File: config.mk
export PLATFORM = sky130hd
export DESIGN_NAME = spi_in
export DESIGN_NICKNAME = d
export VERILOG_FILES = /design/src/rtl/spi_in.sv
export SDC_FILE = /design/constraint.sdc
export NUM_CORES = 1
export LEC_CHECK = 0
export ABC_CLOCK_PERIOD_IN_PS = 3770
export CORE_MARGIN = 3
export CORE_UTILIZATION = 45
export CTS_BUF_LIST = sky130_fd_sc_hd__clkbuf_2
export CTS_CLUSTER_SIZE = 24
export DETAILED_ROUTE_END_ITERATION = 6
export PLACE_DENSITY_LB_ADDON = 0.15
export SLEW_MARGIN = 20
export SYNTH_ARGS = -nofsm -noshare
export SYNTH_HDL_FRONTEND = slang
export SYNTH_SLANG_ARGS = --single-unit
export TNS_END_PERCENT = 10
File: constraint.sdc
create_clock -name clk -period 3.77 [get_ports clk]
set_input_delay 0.9425 -clock clk [delete_from_list [all_inputs] [get_ports clk]]
set_output_delay 0.9425 -clock clk [all_outputs]
set_load 0.01 [all_outputs]
File: src/rtl/spi_in.sv
// spi_in -- oversampled SPI receiver (mode: sclk idles high, MSB first,
// data sampled on sclk rise) with an active-low frame select.
//
// All three external pins are brought into the clk domain through a
// 3-stage shift register (meta, s1, s2); edges are detected between s1 and
// s2, and din is taken from s1 so it lines up with the detected sclk rise.
// Requires clk >= 8x sclk.
//
// Optional feature macro: SPI_RX_TIMEOUT_EN
//   defined   -> a frame with no sclk rise for TIMEOUT clk cycles aborts
//                with a frame_err pulse and the block waits for a new cs fall.
//   undefined -> SHIFT waits indefinitely for sclk or the end of the frame.
//
// Ports:
//   clk        system clock (sole clock)
//   rst        synchronous active-high reset
//   sclk_in    external SPI clock, asynchronous, idle high
//   cs_n_in    external frame select, asynchronous, active low
//   din        external serial data, asynchronous
//   data_out   last completed word, MSB = first bit received
//   data_valid 1-cycle pulse when data_out is updated
//   frame_err  1-cycle pulse when a frame ends or aborts mid-word
//   busy       high while a frame is being received
module spi_in #(
    parameter int WIDTH   = 16,
    parameter int TIMEOUT = 255
) (
    input  logic             clk,
    input  logic             rst,
    input  logic             sclk_in,
    input  logic             cs_n_in,
    input  logic             din,
    output logic [WIDTH-1:0] data_out,
    output logic             data_valid,
    output logic             frame_err,
    output logic             busy
);

    localparam int CW = $clog2(WIDTH);

    typedef enum logic {IDLE, SHIFT} state_t;

    state_t           state;
    logic             sclk_meta, sclk_s1, sclk_s2;
    logic             cs_meta, cs_s1, cs_s2;
    logic             din_meta, din_s1, din_s2;
    logic [CW-1:0]    bit_cnt;
    logic [WIDTH-1:0] shreg;
    // Counts edges since reset release; once it saturates, s2 holds a real
    // pin sample instead of its reset value. A cs fall seen earlier would
    // only mean cs_n was already low at release, i.e. we are mid-frame.
    logic [1:0]       warm;

    logic rise, cs_fall, cs_rise, last_bit;

    assign rise     = sclk_s1 & ~sclk_s2;
    assign cs_fall  = ~cs_s1 & cs_s2 & (warm == 2'd3);
    assign cs_rise  = cs_s1 & ~cs_s2;
    assign last_bit = (bit_cnt == CW'(WIDTH - 1));

`ifdef SPI_RX_TIMEOUT_EN
    localparam int TW = $clog2(TIMEOUT + 1);
    logic [TW-1:0] idle_cnt;
    logic          timeout_hit;

    // Fires on the edge at which the counter would reach TIMEOUT.
    assign timeout_hit = (idle_cnt == TW'(TIMEOUT - 1));
`endif

    always_ff @(posedge clk) begin
        if (rst) begin
            sclk_meta  <= 1'b1; sclk_s1 <= 1'b1; sclk_s2 <= 1'b1;
            cs_meta    <= 1'b1; cs_s1   <= 1'b1; cs_s2   <= 1'b1;
            din_meta   <= 1'b0; din_s1  <= 1'b0; din_s2  <= 1'b0;
            warm       <= '0;
            state      <= IDLE;
            bit_cnt    <= '0;
            shreg      <= '0;
            data_out   <= '0;
            data_valid <= 1'b0;
            frame_err  <= 1'b0;
            busy       <= 1'b0;
`ifdef SPI_RX_TIMEOUT_EN
            idle_cnt   <= '0;
`endif
        end else begin
            sclk_meta <= sclk_in;   sclk_s1 <= sclk_meta; sclk_s2 <= sclk_s1;
            cs_meta   <= cs_n_in;   cs_s1   <= cs_meta;   cs_s2   <= cs_s1;
            din_meta  <= din;       din_s1  <= din_meta;  din_s2  <= din_s1;
            if (warm != 2'd3)
                warm <= warm + 2'd1;

            data_valid <= 1'b0;
            frame_err  <= 1'b0;

`ifdef SPI_RX_TIMEOUT_EN
            if (rise || cs_fall || state == IDLE)
                idle_cnt <= '0;
            else
                idle_cnt <= idle_cnt + TW'(1);
`endif

            case (state)
                IDLE: begin
                    if (cs_fall) begin
                        state   <= SHIFT;
                        busy    <= 1'b1;
                        bit_cnt <= '0;
                    end
                end
                SHIFT: begin
                    // cs_rise outranks a coincident sclk rise: that bit is dropped.
                    if (cs_rise) begin
                        state     <= IDLE;
                        busy      <= 1'b0;
                        frame_err <= (bit_cnt != '0);
                        bit_cnt   <= '0;
                    end else if (rise) begin
                        shreg <= {shreg[WIDTH-2:0], din_s1};
                        if (last_bit) begin
                            data_out   <= {shreg[WIDTH-2:0], din_s1};
                            data_valid <= 1'b1;
                            bit_cnt    <= '0;
                        end else begin
                            bit_cnt <= bit_cnt + CW'(1);
                        end
                    end
`ifdef SPI_RX_TIMEOUT_EN
                    else if (timeout_hit) begin
                        state     <= IDLE;
                        busy      <= 1'b0;
                        frame_err <= 1'b1;
                        bit_cnt   <= '0;
                    end
`endif
                end
                default: state <= IDLE;
            endcase
        end
    end

endmodule
==> run summary <==
- **run status** finished, final reports clean
- **netlist area before placement** 1830 sq um
- **post-cts hold buffer count** 0
- **nets in the synthesized netlist** 219
- **CP Class** register to output port
- **clock tree root buffer cell** clkbuf_2
- **crit path max-delay cell type** clkdlybuf4s50_1
- **area leader, netlist** dfxtp_1
- **number of port buffers** 23
- **placement row count** 22
- **die width** 69.8 um
- **number of instances on the worst hold path** 1
- **Final nets** 237
- **kind of start point of the critical path** register
- **antenna diode count** 0
- **initial antenna violation count** 0
- **top cell family by delay on the critical path** buffers and inverters
- **post-synthesis sequential area ratio** 53.5%
- **count of buffering cells on the critical path with inverters included** 1
- **GRT overflow** 0
- **1st-iter DRT viols** 113
- **transition time of the tightest slew-check pin** 1080 ps
- **number of synthesized register bits** 49
- **Hold Path Class** register to register
- **Final Wtd Congestion** 0.795
- **endpoints failing hold** 0
- **post-placement setup slack** 1510 ps
- **vias after detailed routing** 1,476
- **Register-to-Register Path Depth** 5
- **height of the die** 69.8 um
- **drt via density** 5.31
- **setup fix buffers added after clock tree synthesis** 0
- **first-pass iteration count of the detailed router** 4
- **maximum number of pins on one net before global-route repair** 33
- **Crit path largest cell delay** 550 ps
- **synthesized instance count** 211
- **area fraction of the dominant cell type after synthesis** 53.5%
- **Worst R2R End** data_out[12]$_SDFFE_PP0P_
- **wire per inst** 12.2 um
- **standby leakage power** 0.720 nW
- **total of endpoints with negative setup slack in the final report** 0
- **Core Footprint** 3800 sq um
- **source-to-sink clock delay at the later pin of the worst-skew pair** 420 ps
- **per-instance average area after synthesis** 8.69 sq um
- **largest driver fanout on the critical path** 2
- **post-placement cell count** 270
- **synth-to-layout area growth** 16.0%
- **number of global-route vias before repair** 1,357
- **Max Slew Vio Count** 0
- **post-route setup TNS** 0 ps
- **Final Hold Slack** 439 ps
- **yosys warns** 0
- **global-route usage over all layers** 14.8%
- **wire length of the first global-routing pass** 5920 um
- **clock sink total** 49
- **final core utilization** 56.0%
- **max_slew headroom** 28.3%
- **fraction of the cycle the final worst path needs** 61.2%
- **PD cells** 393 nW/um^2
- **number of buffers inserted during clock tree synthesis** 5
- **Ports** 24
- **Antenna Nets Post-Route** 0
- **die area** 4880 sq um
- **detailed placer's ending HPWL** 2270 um
- **sort of element at the end of the critical path** output port
- **Clock Tree Buf Depth** 2
- **number of distinct library cells after synthesis** 33
- **maximum level of the CTS H-tree** 2
- **CP cell instances** clkdlybuf4s50_1
- **final critical path time including I/O delays and setup** 2310 ps
- **worst min-delay path startpoint** sclk_meta$_SDFF_PP1_
- **cts repair resizes** 0
- **final std cells w/o fill** 278
- **setup slack, reg-to-reg** 1570 ps
- **Crit path required time** 2830 ps
- **startpoint of the most critical register-to-register path** bit_cnt[1]$_SDFFE_PP0P_
- **count of unresolved DRC violations after routing** 0
- **number of max-capacitance violations reported** 0
- **TritonCTS clock tree** built
- **worst path setup slack after routing** 1460 ps
- **cells taking the most area after synthesis** dfxtp_1, a21oi_1, nand2_1
- **share of layout cells above drive strength 1** 8.70%
- **clock transition time at the flip-flop clock pins of the worst setup and hold paths** 240 ps
- **setup repair after global routing missed its margin** false
- **VDD IR-drop max** 0.234 mV
- **effective utilization at floorplan** 48.3%
- **worst hold endpoint** sclk_s1$_SDFF_PP1_
- **Total Routed Length** 3390 um
- **clk_skew** 18.9 ps
- **data arrival time of the worst path** 1360 ps
- **Achievable Freq** 434 MHz
## cells by family (layout without fill, tap and decap cells)
group / after synthesis / count (layout) / share of synthesized area (%)
muxes: 1 / 1 / 0.546
adders and majority gates: 3 / 3 / 2.05
AOI/OAI and AO/OA: 47 / 47 / 14.1
DFF: 49 / 49 / 53.5
buffers and inverters: 17 / 36 / 4.91
and+or+nand+nor: 93 / 93 / 24.5
xor gates and xnor gates: 1 / 1 / 0.478
## cells in the final DEF, fill, tap and decap left out, drive strengths merged, types with 2 or more instances in the layout
cell,n
clkbuf,5
inv,3
ha,3
nand3,18
nor2,7
nand4,2
o31ai,2
or2,6
nor2b,3
nand2,49
clkdlybuf4s50,23
o21ai,2
and3,3
nand2b,2
dfxtp,49
a21oi,37
buf,2
## synthesized netlist by cell type, drive strengths merged
cell type,instances
a211oi,1
a21oi,37
a311oi,1
a32oi,1
and2b,1
and3,3
buf,8
clkbuf,6
dfxtp,49
ha,3
inv,3
mux2i,1
nand2,49
nand2b,2
nand3,18
nand4,2
nor2,7
nor2b,3
o21ai,2
o21bai,1
o22ai,1
o31ai,2
o32ai,1
or2,6
or3,1
or4,1
xor2,1
## worst reg2reg max path: cells and delay by family, from the launching register on
kind            cells  cell delay (ps)
fa+ha+maj           1              250
simple gates        3             1350
compound gates      1               80
flops               1              450
## sequential cells by signal, summed over array words and instances (netlist names), 2 cells and up
| name | cells |
|---|---|
| bit_cnt | 4 |
| data_out | 16 |
| shreg | 15 |
| warm | 2 |
## routing by layer
layer	part of all wire, %	track usage [%]	wire length (um)
met1	46	17.7	1550
met2	47	24.8	1600
met3	5.0	4.49	168
met4	1.7	5.74	58
met5	0	0	0
## worst max-delay path by stage
stage / startpoint / slack [ps] / endpoint / cells past startpoint
6_report: data_out[6]$_SDFFE_PP0P_ / 1460 / data_out[6] / 1
4_1_cts: busy$_SDFFE_PP0P_ / 1420 / busy / 1
3_5_place_dp: rst / 1510 / bit_cnt[0]$_SDFFE_PP0P_ / 4
2_1_floorplan: rst / 2150 / busy$_SDFFE_PP0P_ / 3
3_3_place_gp: rst / 1520 / bit_cnt[0]$_SDFFE_PP0P_ / 4
5_1_grt: bit_cnt[0]$_SDFFE_PP0P_ / 1340 / data_out[3]$_SDFFE_PP0P_ / 5
## where the power goes
part           leakage [nW]  switching, mW  internal (mW)
Sequential            0.397        0.00563          0.528
Clock                0.0366          0.158          0.110
Combinational         0.287         0.0183         0.0160
Total                 0.720          0.182          0.654
## cell type report
type                            instances  area [sq um]
Inverter                                3          11.3
Tap cell                               48          60.1
Clock buffer                            5          25.0
Multi-Input combinational cell        145           763
Clock inverter                          3          41.3
Sequential cell                        49           981
Fill cell                             363          1670
Timing Repair Buffer                   25           245
## through the flow
stage                     cell area [sq um]  total power, mW
after floorplan                        1830            0.568
after global placement                 2060            0.576
after detailed placement               2060            0.578
after CTS                              2130            0.849
after global routing                   2130            0.877
final                                  2130            0.836
(Power assumes the default switching activity.)
